### config.mk
export PLATFORM = sky130hd
export DESIGN_NAME = keccak_round_ctrl
export DESIGN_NICKNAME = d
export VERILOG_FILES = /design/src/rtl/keccak_ctrl_pkg.sv /design/src/rtl/step_watchdog.sv /design/src/rtl/keccak_round_ctrl.sv
export SDC_FILE = /design/constraint.sdc
export NUM_CORES = 1
export LEC_CHECK = 0
export CAP_MARGIN = 15
export CELL_PAD_IN_SITES_DETAIL_PLACEMENT = 1
export CELL_PAD_IN_SITES_GLOBAL_PLACEMENT = 1
export CORE_ASPECT_RATIO = 0.75
export CORE_MARGIN = 2
export CORE_UTILIZATION = 38
export CTS_CLUSTER_DIAMETER = 40
export DETAILED_ROUTE_END_ITERATION = 10
export PLACE_DENSITY = 0.86
export SLEW_MARGIN = 10
export SYNTH_ARGS = -nofsm -noshare
export SYNTH_HDL_FRONTEND = slang
export SYNTH_SLANG_ARGS = --single-unit
### constraint.sdc
create_clock -name clk -period 1.9 [get_ports clk]
set_input_delay 0.19 -clock clk [delete_from_list [all_inputs] [get_ports clk]]
set_output_delay 0.19 -clock clk [all_outputs]
set_load 0.03 [all_outputs]
### src/rtl/keccak_ctrl_pkg.sv
// Shared types and defaults for the Keccak round controller.
// Provides the FSM state enum, round index width and default parameters.
package keccak_ctrl_pkg;

  localparam int NUM_ROUNDS_DEF   = 24;
  localparam int ROUND_W          = 5;
  localparam int STEP_TIMEOUT_DEF = 64;

  typedef enum logic [3:0] {
    IDLE,
    PAR_S,
    PAR_W,
    ROT_S,
    ROT_W,
    PER_S,
    PER_W,
    REV_S,
    REV_W,
    RC_S,
    RC_W,
    DONE
`ifdef STEP_WDOG_EN
    ,
    ERR
`endif
  } state_t;

endpackage

### src/rtl/step_watchdog.sv
// Per-step wait counter: cleared while a step is being started, counts
// wait cycles; expired flags the cycle in which the TIMEOUT-th wait occurs.
// Ports: clk, rst (async active-low), clear, tick -> expired.
module step_watchdog #(
  parameter int TIMEOUT = 64
) (
  input  logic clk,
  input  logic rst,
  input  logic clear,
  input  logic tick,
  output logic expired
);

  localparam int W = $clog2(TIMEOUT + 1);

  logic [W-1:0] cnt;

  always_ff @(posedge clk or negedge rst) begin
    if (!rst) begin
      cnt <= '0;
    end else if (clear) begin
      cnt <= '0;
    end else if (tick) begin
      cnt <= cnt + 1'b1;
    end
  end

  assign expired = tick && (cnt == W'(TIMEOUT - 1));

endmodule

### src/rtl/keccak_round_ctrl.sv
// Keccak round controller: sequences par/rot/per/rev/RC steps for
// NUM_ROUNDS rounds per message. Inputs: clk, rst (async active-low),
// start, ready_*, co. Outputs: start_*, cnt_up, busy, done, round, err.
// Optional step watchdog enabled by defining STEP_WDOG_EN.
module keccak_round_ctrl
  import keccak_ctrl_pkg::*;
#(
  parameter int NUM_ROUNDS = NUM_ROUNDS_DEF
`ifdef STEP_WDOG_EN
  ,
  parameter int STEP_TIMEOUT = STEP_TIMEOUT_DEF
`endif
) (
  input  logic               clk,
  input  logic               rst,
  input  logic               start,
  input  logic               ready_par,
  input  logic               ready_rot,
  input  logic               ready_per,
  input  logic               ready_rev,
  input  logic               ready_RC,
  input  logic               co,
  output logic               start_par,
  output logic               start_rot,
  output logic               start_per,
  output logic               start_rev,
  output logic               start_RC,
  output logic               cnt_up,
  output logic               busy,
  output logic               done,
  output logic [ROUND_W-1:0] round,
  output logic               err
);

  state_t             state;
  logic [ROUND_W-1:0] next_round;

  assign next_round = (round == ROUND_W'(NUM_ROUNDS - 1))
                    ? '0 : round + 1'b1;

`ifdef STEP_WDOG_EN
  logic in_start;
  logic in_wait;
  logic step_ready;
  logic expired;
  logic timeout;

  always_comb begin
    in_start   = 1'b0;
    in_wait    = 1'b0;
    step_ready = 1'b0;
    case (state)
      PAR_S, ROT_S, PER_S, REV_S, RC_S: in_start = 1'b1;
      PAR_W: begin in_wait = 1'b1; step_ready = ready_par; end
      ROT_W: begin in_wait = 1'b1; step_ready = ready_rot; end
      PER_W: begin in_wait = 1'b1; step_ready = ready_per; end
      REV_W: begin in_wait = 1'b1; step_ready = ready_rev; end
      RC_W:  begin in_wait = 1'b1; step_ready = ready_RC;  end
      default: ;
    endcase
  end

  step_watchdog #(
    .TIMEOUT(STEP_TIMEOUT)
  ) u_wdog (
    .clk    (clk),
    .rst    (rst),
    .clear  (in_start),
    .tick   (in_wait),
    .expired(expired)
  );

  // A ready arriving in the last allowed cycle still wins.
  assign timeout = expired && !step_ready;
`else
  assign err = 1'b0;
`endif

  always_ff @(posedge clk or negedge rst) begin
    if (!rst) begin
      state     <= IDLE;
      start_par <= 1'b0;
      start_rot <= 1'b0;
      start_per <= 1'b0;
      start_rev <= 1'b0;
      start_RC  <= 1'b0;
      cnt_up    <= 1'b0;
      busy      <= 1'b0;
      done      <= 1'b0;
      round     <= '0;
`ifdef STEP_WDOG_EN
      err       <= 1'b0;
`endif
    end else begin
      start_par <= 1'b0;
      start_rot <= 1'b0;
      start_per <= 1'b0;
      start_rev <= 1'b0;
      start_RC  <= 1'b0;
      cnt_up    <= 1'b0;
      done      <= 1'b0;
      case (state)
        IDLE: if (start) begin
          state     <= PAR_S;
          start_par <= 1'b1;
          busy      <= 1'b1;
`ifdef STEP_WDOG_EN
          err       <= 1'b0;
`endif
        end
        PAR_S: state <= PAR_W;
        PAR_W: if (ready_par) begin
          state     <= ROT_S;
          start_rot <= 1'b1;
        end
        ROT_S: state <= ROT_W;
        ROT_W: if (ready_rot) begin
          state     <= PER_S;
          start_per <= 1'b1;
        end
        PER_S: state <= PER_W;
        PER_W: if (ready_per) begin
          state     <= REV_S;
          start_rev <= 1'b1;
        end
        REV_S: state <= REV_W;
        REV_W: if (ready_rev) begin
          state    <= RC_S;
          start_RC <= 1'b1;
        end
        RC_S: state <= RC_W;
        RC_W: if (ready_RC) begin
          // Counter steps on the last round too, so it wraps to 0.
          cnt_up <= 1'b1;
          if (co) begin
            state <= DONE;
            done  <= 1'b1;
            round <= '0;
          end else begin
            state     <= PAR_S;
            start_par <= 1'b1;
            round     <= next_round;
          end
        end
        DONE: begin
          state <= IDLE;
          busy  <= 1'b0;
        end
`ifdef STEP_WDOG_EN
        ERR: begin
          state <= IDLE;
          busy  <= 1'b0;
        end
`endif
        default: begin
          state <= IDLE;
          busy  <= 1'b0;
        end
      endcase
`ifdef STEP_WDOG_EN
      // Only reachable in a wait state without ready: no pulse pending.
      if (timeout) begin
        state <= ERR;
        err   <= 1'b1;
      end
`endif
    end
  end

endmodule

### Word-level counts from Yosys, hierarchy flattened

Index checks and enable logic that the tools add are counted.

| storage, ports and cells | value |
|---|---|
| flip-flop bits (word level) | 17 |
| bits of input ports | 9 |
| output and inout bits | 14 |

| cells by class | value |
|---|---|
| $add $sub $neg | 1 |
| equal/unequal tests | 17 |
| muxes and demuxes | 29 |
| reduce and logical (&&, ||, !) cells | 5 |
| bitwise operators | 1 |

Operator list:

| kind | count |
|---|---|
| 4-bit one-hot mux with 11 select lines | 1 |
| 4-bit 2-to-1 mux | 7 |
| 1-bit 2-to-1 mux | 17 |
| 4-bit by 3-bit equality test with 1-bit output, second input constant | 4 |
| 4-bit equality test, second input constant | 3 |
| 2-bit inequality test, second input constant | 6 |
| 5-bit 2-to-1 mux | 2 |
| 10-bit OR reduction | 1 |
| 4-bit by 2-bit equality test with 1-bit output, second input constant | 2 |
| 6-bit AND reduction | 1 |
| 5-bit by 1-bit adder with 5-bit output, second input constant | 1 |
| 5-bit equality test, second input constant | 1 |
| 4-bit by 1-bit equality test with 1-bit output, second input constant | 1 |
| 4-bit zero test | 1 |
| 1-bit one-hot mux with 2 select lines | 2 |
| 2-bit AND reduction | 2 |
| 1-bit inverter | 1 |

### Longest topological paths before layout

| logic depth | value |
|---|---|
| depth in word-level cells | 4 |
| depth in mapped cells | 6 |
| depth with buffers taken out | 5 |

### Worst setup path before layout

OpenSTA, ideal clock, no wires.

| timing path | value |
|---|---|
| kind | register to register |
| start point | register round[0] |
| end point | register round[0] |
| required time | 1,782 ps |
| path buffers | 0 |
| arrival time | 1,291 ps |
| slack | 491 ps |
| stages on the path, launching flop included | 6 |
| library setup time | 118 ps |
| cells stage by stage | dfrtp_1 > ha_1 > nand2_1 > nor3b_1 > nor4_1 > a21o_1 |

| on the way | value |
|---|---|
| cells in the longest elaborated chain, start to end | 3 |
| elaborated cells between the ends (all ways) | 4 |

RTL lines:

| element | RTL line | RTL |
|---|---|---|
| start: declaration | keccak_round_ctrl.sv:31 | `output logic [ROUND_W-1:0] round,` |
| start signal: assignment | keccak_round_ctrl.sv:142 | `round <= next_round;` |
| 5-bit by 1-bit adder with 5-bit output / 5-bit equality test (equally long branches) | keccak_round_ctrl.sv:39, keccak_round_ctrl.sv:38 |  |
| 5-bit 2-to-1 mux * | keccak_round_ctrl.sv:39 | `? '0 : round + 1'b1;` |
| 5-bit 2-to-1 mux * | keccak_round_ctrl.sv:135 | `if (co) begin` |

Mark *: on every way between the ends. The rest lies on a longest branch, timed or not.
A chain may end at the register's enable or synchronous reset.

### Worst setup path in the final report

| timing path | value |
|---|---|
| start point | register round[2] |
| end point | output round[2] |

No word-level cell between the ends.

==> impl_results.md <==
* Critical path's top delay family: buffers and inverters
* Post-CTS Setup Repair Bufs at 0
* Biggest regs: round (5), state (4)
* Area of the multi-input gates at between 300 and 400 µm²
* Post-cts gate resize count at 0
* Clock root cell: clkbuf_4
* I/O pin count at 23
* Global-route wire length before repair at 3150 µm
* Adder-Cell Fraction of Synth Area at 0.0146
* Synth Net Count at 92
* CORE AREA at slightly above 0.002 mm²
* FILL cells at 245
* Largest net degree at the start of global routing at 18
* Mux share of post-synthesis cell area at 0.0524
* HP Class: in2async
* Post-layout min period at between 1.5 and 2 ns
* Status: finished, violations left
* Placed insts at 123
* # hold bufs at CTS at 0
* Post-layout util at 0.528
* Setup TNS at 0 ns
* Via count at around 690
* WP buf/inv at 1
* Vias in the first global route at approximately 710
* Area post-placement at 0.00106 mm²
* Max-capacitance violation count at 0
* Mapped Avg Cell Area at 10.5 µm²
* Failing checks: design-rule violations
* Most common cell in the netlist: dfrtp_1
* Largest family of logic cells by synthesized area: simple AND/OR/NAND/NOR gates
* PortBufs at 21
* Slowest-stage cell, CP: clkdlybuf4s50_1
* Post-Route WL at around 1900 µm
* CP cell instances: clkdlybuf4s50_1
* Clk sinks at 17
* CTS tree: yes
* Drc violations at 1
* Num rows at 14
* Die Span Y at 45.2 µm
* H-Tree Depth at 1
* Biggest register: round
* EDFF count, synth at 0
* Chip width at about 59 µm
* Post-synth ARST share at 1.00
* Synth warn at 0
* Crit path arrival time at 1.47 ns
* Synth top area share at 0.495
* Final hold violation count at 0
* Initial antenna violation count at 0
* Req. time, crit path at roughly 1.7 ns
* CP max FO at 7
* Synth top area cells: dfrtp_1, and3_1, mux2i_1
* Seq cells post-synth at 17
* Max reg flops at 5
* FF+latch area at 425 µm²
* Vias per std cell at around 5.4
* Post-route cell area at between 0.001 and 0.0015 mm²
* Final net count at ~110
* Skew-Pair Late Insertion Delay at 0.30 ns
* Synthesis-to-finish area growth at 27.1%
* All-Layer GR Usage at 0.163
* Yosys top cell by area: dfrtp_1
* Yosys cell types at 33
* Initial drt markers at 43
* Top cells by count, synth: dfrtp_1, nand2_1, and3_1, nor2_1
* Post-route clock period utilization at 0.872
* Max Slew Vio Count at 0
* Post-synthesis cell area at 860 µm²
* Syn Inst Count at 82
* Clk_skew at 0.00722 ns
* RSZ-0062 raised after global routing: false
* DRT Pass-1 Iters at 6
* Max Freq at approximately 0.60 GHz
* Starting Density at 0.416
* Antenna cells at 0
* Total gr overflow at 0
* Pwr/cell area at ~1400 mW/mm²
* Num CTS Buffers at 3
* Compound-Gate Fraction of Synth Area at 0.151
* Routed Antenna Nets at 0
* Layout cells sized above 1 at 0.0971
* Die Area at between 0.002 and 0.003 mm²
* Reg clk slew, reported paths at 0.10 ns
* Register area share after synthesis at 0.495
* Total power at roughly 0.0015 W
* Wire length per cell at around 15 µm
* Crit-path max cell delay at between 0.7 and 0.8 ns
* Gpl congestion at around 0.79
* Leakage at a little over 0.5 nW
* IR drop worst, VDD at roughly 0.72 mV
* Startpoint types: register
* CP endpoint kind: primary output
* Dominant synthesized flop cell: dfrtp_1
* Cell Count, Final, Fillers Out at 127
* Synth Area in Simple Gates at 0.205
* Finish-stage setup viols at 0
* Worst-case clock buffer depth at 2
* Kind of critical path: reg2out
* Synth Area in XOR/XNOR at 0.0102
* DP HPWL at 1400 µm
cell families (layout without fill, tap and decap cells):
| group | after synthesis | in the layout |
|---|---|---|
| buffers and inverters | 9 | 30 |
| XOR/XNOR | 1 | 1 |
| flip-flops | 17 | 17 |
| other | 1 | 1 |
| AND/OR/NAND/NOR | 30 | 30 |
| adder cells (fa/ha/maj) | 1 | 1 |
| AO/OA/AOI/OAI | 19 | 19 |
| multiplexers | 4 | 4 |
power breakdown:
| part | leakage [nW] | internal, W | switching (W) | total, W |
|---|---|---|---|---|
| Combinational | 0.282 | 0.000324 | 0.000337 | 0.000661 |
| Sequential | 0.220 | 0.000460 | 0.000176 | 0.000636 |
| Clock | 0.0177 | 0.0000786 | 0.000118 | 0.000197 |
| Total | 0.519 | 0.000863 | 0.000631 | 0.00149 |
final cells by class:
cell class | count | share of cell area
flip-flops and latches | 17 | 0.389
multi-input cells | 56 | 0.345
repair buffers | 22 | 0.199
well taps | 24 | 0.0275
clock buffers | 3 | 0.0206
inverters | 4 | 0.0137
clock inverters | 1 | 0.00458
per-layer routing:
layer | global-route usage | up-vias | routed length [µm]
met5 | 0 | - | 0
met4 | 0.0909 | 0 | 39
met3 | 0.0544 | 5 | 87
met2 | 0.242 | 15 | 823
met1 | 0.210 | 328 | 921
li1 | - | 339 | -
through the flow:
stage | hold WS (ns) | setup WS, ns
floorplan | -0.106 | 0.491
global placement | 0.527 | 0.389
detailed placement | 0.536 | 0.345
CTS | 0.203 | 0.235
global route | 0.199 | 0.189
finish | 0.198 | 0.244
worst paths after layout:
path | from | end | slack, ns | cells past startpoint
max | round[2] | round[2] | 0.24 | 1
min | rst | start_rot | 0.20 | 2
max reg2reg | state[2] | state[1] | 0.37 | 4
min reg2reg | round[1] | round[1] | 0.56 | 1
max in group asynchronous | rst | round[0] | 1.51 | 2
min in group clk | ready_per | start_rev | 0.47 | 2
cells in the final DEF, fill, tap and decap left out, drive strengths merged, types with 2 or more instances in the layout:
cell type | synthesis | routed
nor2b | 5 | 5
clkdlybuf4s50 | 0 | 21
o21ai | 5 | 5
a21oi | 2 | 2
a32oi | 2 | 2
and3 | 5 | 5
a22oi | 2 | 2
inv | 4 | 4
dfrtp | 17 | 17
nand3 | 4 | 4
nor2 | 5 | 5
clkbuf | 0 | 3
a21o | 3 | 3
nor3b | 2 | 2
nand2 | 7 | 7
mux2i | 3 | 3
(Power assumes the default switching activity.)
